## src/rtl/board_io_frontend.sv

```systemverilog
// rtl/board_io_frontend.sv - board glue: reset sequencer, button debounce/IRQ, switch sync, LED register
//
// Purpose
//    Sits between the FPGA pins / clock generator and the SoC. It holds the SoC in reset
//    until the board reset button is released and the PLL is locked for a full hold-off
//    period. It debounces the push-buttons into level, rise-pulse and sticky IRQ outputs,
//    synchronises the switches and registers the LED drive.
//
// Ports
//    clk_i          system clock (PLL output)
//    srstn_i        synchronous active-low reset
//    ext_rstn_i     raw board reset button, active-low, asynchronous
//    pll_locked_i   PLL lock, asynchronous
//    btn_i          raw buttons, active-high, asynchronous
//    sw_i           raw switches, asynchronous
//    irq_en_i       per-button IRQ enable
//    irq_ack_i      per-button pending clear, 1-cycle pulse
//    led_i          LED value from SoC GPIO
//    sys_rst_o      active-high SoC reset
//    btn_level_o    debounced button level
//    btn_rise_o     1-cycle pulse on debounced 0->1
//    irq_pend_o     sticky pending flags
//    irq_o          OR of irq_pend_o
//    sw_o           synchronised switches
//    led_o          registered LED drive

module board_io_frontend #(
   parameter int BTN_NUM         = 5,
   parameter int SW_WIDTH        = 16,
   parameter int LED_WIDTH       = 16,
   parameter int SYNC_STAGES     = 2,
   parameter int DEBOUNCE_CYCLES = 100000,
   parameter int RST_HOLD_CYCLES = 1024
) (
   input  logic                 clk_i,
   input  logic                 srstn_i,
   input  logic                 ext_rstn_i,
   input  logic                 pll_locked_i,
   input  logic [BTN_NUM-1:0]   btn_i,
   input  logic [SW_WIDTH-1:0]  sw_i,
   input  logic [BTN_NUM-1:0]   irq_en_i,
   input  logic [BTN_NUM-1:0]   irq_ack_i,
   input  logic [LED_WIDTH-1:0] led_i,
   output logic                 sys_rst_o,
   output logic [BTN_NUM-1:0]   btn_level_o,
   output logic [BTN_NUM-1:0]   btn_rise_o,
   output logic [BTN_NUM-1:0]   irq_pend_o,
   output logic                 irq_o,
   output logic [SW_WIDTH-1:0]  sw_o,
   output logic [LED_WIDTH-1:0] led_o
);

   localparam int DB_W   = $clog2(DEBOUNCE_CYCLES + 1);
   localparam int RH_W   = $clog2(RST_HOLD_CYCLES + 1);
   localparam int SYNC_W = 2 + BTN_NUM + SW_WIDTH;

   typedef enum logic [1:0] {
      ST_HOLD,
      ST_COUNT,
      ST_RUN
   } rst_state_t;

   // All asynchronous inputs share one multi-stage synchroniser, packed as
   // {ext_rstn, pll_locked, btn, sw}.
   logic [SYNC_W-1:0]  sync_q [SYNC_STAGES];
   logic [SYNC_W-1:0]  sync_out;
   logic               ext_rstn_s;
   logic               pll_locked_s;
   logic [BTN_NUM-1:0] btn_s;
   logic               src_ok;

   always_ff @(posedge clk_i) begin
      if (!srstn_i) begin
         for (int i = 0; i < SYNC_STAGES; i++) begin
            sync_q[i] <= '0;
         end
      end else begin
         sync_q[0] <= {ext_rstn_i, pll_locked_i, btn_i, sw_i};
         for (int i = 1; i < SYNC_STAGES; i++) begin
            sync_q[i] <= sync_q[i-1];
         end
      end
   end

   assign sync_out     = sync_q[SYNC_STAGES-1];
   assign ext_rstn_s   = sync_out[SYNC_W-1];
   assign pll_locked_s = sync_out[SYNC_W-2];
   assign btn_s        = sync_out[SW_WIDTH +: BTN_NUM];
   assign sw_o         = sync_out[SW_WIDTH-1:0];
   assign src_ok       = ext_rstn_s & pll_locked_s;

   // Reset sequencer
   rst_state_t      state_q, state_d;
   logic [RH_W-1:0] hold_cnt_q, hold_cnt_d;

   always_ff @(posedge clk_i) begin
      if (!srstn_i) begin
         state_q    <= ST_HOLD;
         hold_cnt_q <= '0;
         sys_rst_o  <= 1'b1;
      end else begin
         state_q    <= state_d;
         hold_cnt_q <= hold_cnt_d;
         // Registered from the current state, so the release lands one edge after RUN.
         sys_rst_o  <= (state_q != ST_RUN);
      end
   end

   always_comb begin
      state_d    = state_q;
      hold_cnt_d = hold_cnt_q;
      case (state_q)
         ST_HOLD: begin
            if (src_ok) begin
               state_d    = ST_COUNT;
               hold_cnt_d = '0;
            end
         end
         ST_COUNT: begin
            if (!src_ok) begin
               state_d    = ST_HOLD;
               hold_cnt_d = '0;
            end else begin
               hold_cnt_d = hold_cnt_q + RH_W'(1);
               if (hold_cnt_q == RH_W'(RST_HOLD_CYCLES - 1)) begin
                  state_d = ST_RUN;
               end
            end
         end
         ST_RUN: begin
            if (!src_ok) begin
               state_d = ST_HOLD;
            end
         end
         default: begin
            state_d    = ST_HOLD;
            hold_cnt_d = '0;
         end
      endcase
   end

   // Debouncers: independent of sys_rst_o so a held button is already stable at release.
   logic [BTN_NUM-1:0] level_q;
   logic [BTN_NUM-1:0] level_prev_q;
   logic [DB_W-1:0]    db_cnt_q [BTN_NUM];

   always_ff @(posedge clk_i) begin
      if (!srstn_i) begin
         level_q      <= '0;
         level_prev_q <= '0;
         for (int i = 0; i < BTN_NUM; i++) begin
            db_cnt_q[i] <= '0;
         end
      end else begin
         level_prev_q <= level_q;
         for (int i = 0; i < BTN_NUM; i++) begin
            if (btn_s[i] == level_q[i]) begin
               db_cnt_q[i] <= '0;
            end else if (db_cnt_q[i] == DB_W'(DEBOUNCE_CYCLES - 1)) begin
               level_q[i]  <= btn_s[i];
               db_cnt_q[i] <= '0;
            end else begin
               db_cnt_q[i] <= db_cnt_q[i] + DB_W'(1);
            end
         end
      end
   end

   assign btn_level_o = level_q;
   assign btn_rise_o  = level_q & ~level_prev_q & {BTN_NUM{~sys_rst_o}};

   // Pending flags: a new rise wins over a simultaneous ack so no event is lost.
   logic [BTN_NUM-1:0] pend_d;

   always_comb begin
      pend_d = '0;
      if (!sys_rst_o) begin
         pend_d = (irq_pend_o & ~irq_ack_i) | (btn_rise_o & irq_en_i);
      end
   end

   always_ff @(posedge clk_i) begin
      if (!srstn_i) begin
         irq_pend_o <= '0;
         irq_o      <= 1'b0;
         led_o      <= '0;
      end else begin
         irq_pend_o <= pend_d;
         irq_o      <= |pend_d;
         led_o      <= sys_rst_o ? '0 : led_i;
      end
   end

endmodule

```

## config.mk

```make
export PLATFORM = sky130hd
export DESIGN_NAME = board_io_frontend
export DESIGN_NICKNAME = d
export VERILOG_FILES = /design/src/rtl/board_io_frontend.sv
export SDC_FILE = /design/constraint.sdc
export NUM_CORES = 1
export LEC_CHECK = 0
export ABC_CLOCK_PERIOD_IN_PS = 2700
export BUFFER_PORTS_ARGS = -buffer_cell sky130_fd_sc_hd__buf_4
export CORE_ASPECT_RATIO = 0.75
export CORE_MARGIN = 2
export CORE_UTILIZATION = 24
export CTS_CLUSTER_DIAMETER = 100
export DETAILED_ROUTE_END_ITERATION = 8
export PLACE_DENSITY = 0.38
export SLEW_MARGIN = 25
export SYNTH_ARGS = -nofsm -noshare
export SYNTH_HDL_FRONTEND = slang
export SYNTH_SLANG_ARGS = --single-unit
export TNS_END_PERCENT = 5
```

## constraint.sdc

```tcl
create_clock -name clk_i -period 2.7 [get_ports clk_i]
set_input_delay 0.135 -clock clk_i [delete_from_list [all_inputs] [get_ports clk_i]]
set_output_delay 0.135 -clock clk_i [all_outputs]
set_load 0.02 [all_outputs]
```

**Yosys cells after proc, flatten, opt, wreduce, memory -nomap -nowiden**

Memories as Yosys holds them, arrays and structs flattened.
Index checks and enable logic that the tools add are counted.

- Output and inout bits: 49
- Bits in read-only memories: 0
- Bits in writable memories: 131
- Word-level logic and storage cells: 163
- Memories kept: 2
- Register bits after elaboration: 46
- Bits in latches: 0

Memories:

| name | depth | width | read ports | clocked after Yosys merged registers in | write ports | RTL line | source |
|---|---|---|---|---|---|---|---|
| db_cnt_q | 5 | 17 | 5 | 0 | 5 | 145 | `logic [DB_W-1:0] db_cnt_q [BTN_NUM];` |
| sync_q | 2 | 23 | 2 | 0 | 2 | 65 | `logic [SYNC_W-1:0] sync_q [SYNC_STAGES];` |

- Bitwise operators: 33
- Multiplexer cells: 83
- Divide/modulo/power cells: 0
- Reductions and logical operators: 10
- Shift-type cells: 0
- Multiply operators: 0
- $lt $le $gt $ge: 0
- $add $sub $neg: 6
- Eq/ne operators: 17

Operators by type and width:

| kind | number |
|---|---|
| 2-to-1 mux 17 bit | 15 |
| adder 17 x 1 -> 17 bit (second input constant) | 5 |
| == test 17 bit (second input constant) | 5 |
| 2-to-1 mux 1 bit | 57 |
| 2-to-1 mux 23 bit | 2 |
| one-hot mux 11 bit (3 select lines) | 1 |
| 2-to-1 mux 11 bit | 2 |
| AND 5 bit | 4 |
| bitwise OR 1 bit | 17 |
| AND reduction 2 bit | 6 |
| adder 11 x 1 -> 11 bit (second input constant) | 1 |
| == test 11 x 10 -> 1 bit (second input constant) | 1 |
| NOT 5 bit | 2 |
| 2-to-1 mux 2 bit | 4 |
| NOT 1 bit | 8 |
| != test 2 bit (second input constant) | 3 |
| one-hot mux 2 bit (3 select lines) | 1 |
| == test 1 bit | 5 |
| 2-to-1 mux 5 bit | 1 |
| bitwise OR 5 bit | 1 |
| OR reduction 5 bit | 1 |
| != test 3 bit (second input constant) | 1 |
| AND reduction 3 bit | 1 |
| == test 2 x 1 -> 1 bit (second input constant) | 1 |
| other kinds (4) | 4 |

**Logic depth before layout (Yosys ltp)**

Gate-level depths: netlist of the first run.

- Depth in word-level cells: 7
- Gate-level depth with buffers: 7
- Mapped depth without buffers: 5

**Worst setup path before layout of the first run**

OpenSTA, ideal clock, no wires.

- Path kind: register to register
- Start: memory db_cnt_q[4][0] (netlist bit)
- End: memory db_cnt_q[4][10] (netlist bit) (data pin)
- Stages on the path, launching flop included: 7
- Data arrival time: 1,655 ps
- Setup slack: 788 ps
- Library setup time: 257 ps
- Period minus slack after synthesis: 1,912 ps
- Buffers on the path: 1
- Cell sequence: edfxtp_1 -> ha_1 -> nand4_1 -> or2_2 -> o211ai_2 -> buf_2 -> nor2_1

RTL lines:

| element | RTL line |
|---|---|
| start, declared | 145 |

==> results of run 1 <==
-- layer usage --
| layer | global-route usage (%) | vias to the layer above | part of all wire [%] |
|---|---|---|---|
| met1 | 15.6 | 2595 | 53 |
| li1 | - | 2930 | - |
| met3 | 3.46 | 10 | 4.6 |
| met4 | 2.88 | 0 | 0.95 |
| met2 | 15.5 | 71 | 42 |
| met5 | 0 | - | 0 |
-- how the worst min path moves through the flow --
| stage | startpoint | to | slack, ps | cells after the start |
|---|---|---|---|---|
| 3_3_place_gp | led_i[14] | led_o[14]$_SDFF_PP0_ | 340 | 2 |
| 3_5_place_dp | led_i[10] | led_o[10]$_SDFF_PP0_ | 340 | 2 |
| 2_1_floorplan | led_i[0] | led_o[0]$_SDFF_PP0_ | 260 | 1 |
| 5_1_grt | irq_en_i[1] | irq_pend_o[1]$_SDFF_PN0_ | 20 | 3 |
| 4_1_cts | irq_en_i[1] | irq_pend_o[1]$_SDFF_PN0_ | 7 | 3 |
| 6_report | irq_en_i[1] | irq_pend_o[1]$_SDFF_PN0_ | 30 | 3 |
-- cell families (layout without fill, tap and decap cells) --
family	Yosys count	count (layout)	synth area share [%]
other	1	85	0.0483
and+or+nand+nor	368	368	25.4
DFF	177	177	56.6
AOI/OAI and AO/OA	38	38	3.40
buffers and inverters	66	209	4.08
muxes	4	4	0.516
xor gates and xnor gates	80	80	9.03
adders and majority gates	6	6	0.967
-- layout make-up --
type | count | area, um^2
fill | 3299 | 21400
sequential | 177 | 4390
multi-input combinational | 581 | 3370
timing repair buffer | 148 | 1210
tap | 406 | 508
clock buffer | 20 | 437
inverter | 29 | 109
clock inverter | 12 | 98.8
-- Yosys cell counts (all sizes together) (2+ instances only) --
cell / n
nor2: 107
dfxtp: 92
edfxtp: 85
and2: 66
xnor2: 55
nand4: 37
nand2: 35
nand3: 33
nor4: 32
inv: 29
xor2: 25
buf: 21
clkbuf: 16
nor3: 16
o21ai: 12
a21oi: 11
and4: 6
ha: 6
nand3b: 6
a32oi: 5
nor3b: 5
mux2i: 4
nor4b: 4
or3: 4
or4: 4
and3: 3
a31oi: 2
o31a: 2
or2: 2
-- sequential cells by signal (all words and copies together) (netlist names) --
name          count
sync_q           46
btn_level_o       5
hold_cnt_q       11
db_cnt_q         85
state_q           2
irq_pend_o        5
level_prev_q      5
sys_rst_o         1
irq_o             1
led_o            16
-- report_power, final --
| group | internal (mW) | switching, mW |
|---|---|---|
| Clock | 1.21 | 1.13 |
| Sequential | 2.90 | 0.0813 |
| Combinational | 0.164 | 0.134 |
-- worst min-delay path, cell delays in order --
cell and delay, ps:
buf_4 80, a32oi_1 110, nor2_1 90
-- layout by cell type, fill, tap and decap left out, drive strengths merged, types with 2 or more instances in the layout --
cell type	n
edfxtp	85
and3	3
clkinv	3
or2	2
nor3	16
nand3	33
and4	6
nor4b	4
nor4	32
mux2i	4
nand3b	6
inv	37
and2	66
nand4	37
dlygate4sd3	41
or4	4
dfxtp	92
ha	6
or3	4
o21ai	12
a31oi	2
nor3b	5
conb	85
nand2	35
xnor2	55
nor2	107
clkbuf	20
a21oi	11
o31a	2
buf	107
xor2	25
a32oi	5
-- through the flow --
stage,setup WS (ps),cells,utilization [%]
floorplan,788,824,-
global placement,711,1300,29.1
detailed placement,664,1300,29.1
CTS,651,1373,32.1
global route,425,1373,32.1
finish,661,1373,32.1
-- what timing repair did --
action | in CTS | in global routing
hold endpoints to repair | 41 | 0
setup endpoints to repair | 0 | 0
hold buffers | 41 | 0
setup buffers | 0 | 0
==> run metrics, run 1 <==
clock sinks=177; Mean Syn Cell Area=10.5 um^2; Startpoint Class=register; overall routing resource usage=10.9%; largest net degree at the start of global routing=40; worst setup path endpoint=db_cnt_q[3][16]$_SDFFCE_PN0P_; Buf/Inv on CP=1; CP Class=reg -> reg; Max-slew headroom=roughly 45%; critical path fanouts, max=6; H-tree Lvls=4; via count=5606; slowest CP cell=or4_4; worst skew pair latency=430 ps; grt ovf=0; Mapped Cells=740; total die area=33800 um^2; CTS resizes=0; Initial Utilization=between 20 and 25%; post-synthesis cell area=7760 um^2; TritonRoute pass-1 iters=4; total power=5.62 mW; RSZ-0062 raised after global routing=no; fmax=490 MHz; Synth Register Bits=roughly 180; first-pass GRT wire length=29.2 mm; I/O pin count=100; Die H=between 150 and 200 um; P&R area growth vs syn=30.5%; Synth area leader=edfxtp_1; Max Cap Viol=0; CTS Buffer Depth=2; post-DP HPWL=12.1 mm; sequential share of the synthesized area=56.6%; slowest stage delay, CP=560 ps; Final #Nets=between 1000 and 1500; Period minus WS final=2040 ps; top cell type's share of synthesized area=32.9%; number of inserted diodes=0; worst hold slack=26.7 ps; actual slew at the worst max-slew pin=around 820 ps; initial DRC count=240; Final Cycle Share=75.5%; dpl cell area=a little over 9000 um^2; initial antenna violation count=0; R2R cell count=5; asr flop ratio synth=0%; P per Cell Area=approximately 550 nW/um^2; die width=212 um; Crit path depth=5; kind of end point of the critical path=register; Synth area leaders=edfxtp_1 (33%), dfxtp_1 (24%), xnor2_1 (6.2%), and2_1 (5.3%), nor2_1 (5.2%); crit-path cells=ha_1 > inv_1 > or4_4 > or3_1 > a21oi_1; Max Slew Vio Count=0; post-synth cell types=50; clock slew at reported path FFs=70 ps; Port Buffers=99; vias per cell=4.08; WL final=17.4 mm; Clock Skew=11.9 ps; crit path DAT=roughly 2300 ps; CP required=2990 ps; R2R setup slack=roughly 660 ps; Design Area, Final=10100 um^2; VDD IR max=430 uV; Placer Congestion=0.709; Critical R2R Capture=db_cnt_q[3][16]$_SDFFCE_PN0P_; Synth Warn #=0; core region area=around 32000 um^2; share of layout cells above drive strength 1=15.1%; EDFF count, synth=85; Detail Route Antenna Nets=0; cts bufs inserted=17; Top FF cell, synth=dfxtp_1; Routed WL per cell=12.6 um; Fin. Hold Viols=0; Crit path max-delay family=simple AND/OR/NAND/NOR gates; crit path launch=db_cnt_q[3][0]$_SDFFCE_PN0P_; vias in the first global route=5501; Lkg Pwr=3.76 nW; CTS tree=done; Setup TNS=0 ps; num rows=between 50 and 60; endpoints failing setup=0; HP Class=in -> reg; worst reg2reg startpoint=db_cnt_q[3][0]$_SDFFCE_PN0P_; drt drc=0; clk root buf=clkbuf_16; status=finished, final reports clean
Power figures use the tool's default switching activity.
==> inputs of run 2 (changes only) <==
Settings changed: ABC_CLOCK_PERIOD_IN_PS 2700 to 1850, PLACE_DENSITY 0.38 to 0.39.
Clock period 2.7 ns to 1.85 ns, I/O delays scaled along.
==> run metrics, run 2 (same netlist as run 1, synthesis figures left out) <==
via count=5766 (+2.9%); I/O pin count=100 (unchanged); cts bufs inserted=17 (unchanged); Placer Congestion=0.742 (+4.7%); dpl cell area=9660 um^2 (+5.2%); H-tree Lvls=4 (unchanged); Largest register FFs=85 (unchanged); worst skew pair latency=430 ps (about the same); kind of end point of the critical path=register; number of inserted diodes=0 (unchanged); vias in the first global route=5714 (+3.9%); Startpoint Class=register; dpl cells=1357 (+4.4%); CP required=2030 ps (-960 ps); slowest CP cell=or3_2; CTS tree=done; TritonRoute pass-1 iters=4 (unchanged); Final Non-Filler Cells=1433 (+4.4%); VDD IR max=617 uV (+43%); fmax=552 MHz (+12%); clock sinks=177 (unchanged); Die H=160 um (unchanged); P&R area growth vs syn=39.0%; share of layout cells above drive strength 1=20.9% (+5.8 points); num rows=56 (unchanged); slowest stage delay, CP=500 ps (-60 ps); clk root buf=clkbuf_16; Design Area, Final=10800 um^2 (+6.6%); critical path fanouts, max=4 (-2); post-DP HPWL=13.0 mm (+7.7%); Detail Route Antenna Nets=0 (unchanged); Buf/Inv on CP=0 (-1); crit path DAT=2000 ps (-330 ps); die width=212 um (unchanged); Lkg Pwr=4.12 nW (+9.7%); largest net degree at the start of global routing=42 (+5.0%); core region area=31500 um^2 (unchanged); WL final=17.9 mm (+3.2%); CTS Buffer Depth=2 (unchanged); overall routing resource usage=11.1% (+0.20 points); status=finished, final reports clean; initial DRC count=180 (-25%); initial antenna violation count=0 (unchanged); Port Buffers=99 (unchanged); register name with the most flops=db_cnt_q; Routed WL per cell=12.5 um (-1.1%); Largest regs=db_cnt_q (85), sync_q (46), led_o (16); RSZ-0062 raised after global routing=yes; Initial Utilization=24.6% (unchanged); drt drc=0 (unchanged); crit-path cells=nand3_2 > or3_2 > o31a_1 > o21ba_2; total die area=33800 um^2 (unchanged); most common cell after layout, fill and taps aside=buf_4; Max-slew headroom=42.9% (-2.2 points); Period minus WS final=1810 ps (-226 ps); Final #Nets=1071 (+5.9%); Fin. Hold Viols=0 (unchanged); HP Class=in -> reg; Final Cycle Share=98.0% (+22 points); endpoints failing setup=0 (unchanged); vias per cell=4.02 (-1.5%); Final WS setup=37.3 ps (-624 ps); worst hold slack=38.8 ps (+12.1 ps); first-pass GRT wire length=29.6 mm (+1.3%); clock slew at reported path FFs=70 ps (about the same); CP Class=reg -> reg; Clock Skew=9.91 ps (-1.99 ps); Setup WS pre-CTS=-13.0 ps (-677 ps); Max Slew Vio Count=0 (unchanged); Max Cap Viol=0 (unchanged); # fillers=3285 (-0.42%); commonest cells after routing, fill and taps aside=buf_4 (161), nor2_1 (106), dfxtp_1 (92), edfxtp_1 (85), conb_1 (85); Setup TNS=0 ps (unchanged); actual slew at the worst max-slew pin=854 ps (+33.0 ps); grt ovf=0 (unchanged); P per Cell Area=817 nW/um^2 (+47%); Crit path max-delay family=simple AND/OR/NAND/NOR gates
[run 2: cell count changes in the layout (fill, tap and decap cells not counted), sizes merged]
cell         previous run  this run
dlygate4sd3            41        43
clkbuf                 20        24
buf                   107       165
bufinv                  0         2
clkinvlp                1         0
inv                    37        32
[run 2: metal layers]
metal	global-route usage, %	routed length (um)	up-vias
li1	-	-	3056
met1	15.8	9460	2620
met2	15.7	7370	81
met3	3.62	937	9
met4	3.17	151	0
met5	0	0	-
[run 2: cell type report]
cell class / count / area [um^2] / area share, %
clock buffers: 24 / 546 / 5.05
clock inverters: 8 / 109 / 1.01
inverters: 29 / 109 / 1.01
multi-input cells: 581 / 3430 / 31.7
flip-flops and latches: 177 / 4390 / 40.7
well taps: 406 / 508 / 4.71
repair buffers: 208 / 1700 / 15.8
[run 2: final timing paths]
check                                     from                             to  slack, ps  depth (start not counted)
setup / recovery  db_cnt_q[3][7]$_SDFFCE_PN0P_  db_cnt_q[3][15]$_SDFFCE_PN0P_         40                          4
hold / removal                         srstn_i     level_prev_q[1]$_SDFF_PN0_         40                          3
setup reg to reg  db_cnt_q[3][7]$_SDFFCE_PN0P_  db_cnt_q[3][15]$_SDFFCE_PN0P_         40                          4
hold reg to reg        sync_q[0][0]$_SDFF_PN0_       sync_q[0][23]$_SDFF_PN0_        430                          1
[run 2: power by group]
group	leakage (nW)	switching, mW	internal, mW	total [mW]
logic	2.17	0.237	0.293	0.530
clock network	0.325	1.61	2.36	3.97
registers	1.63	0.0935	4.23	4.32
[run 2: what timing repair did]
action                                  CTS  global route
gates cloned                              0             0
hold buffers                             43             0
endpoints found under the setup margin   11            57
pin swaps                                 0             6
setup buffers                             0             1
resized for setup                         2             8
hold endpoints to repair                 41             0
[run 2: per-stage QoR]
| stage | power, mW | utilization (%) |
|---|---|---|
| global route | 9.21 | 34.2 |
| global placement | 4.87 | 30.6 |
| CTS | 8.97 | 34.1 |
| detailed placement | 4.86 | 30.6 |
| floorplan | 4.64 | - |
| finish | 8.82 | 34.2 |
[run 2: worst min-delay path: cells and delay by family]
family	cells	cell delay [ps]
buffers and inverters	2	220
AND/OR/NAND/NOR	1	100
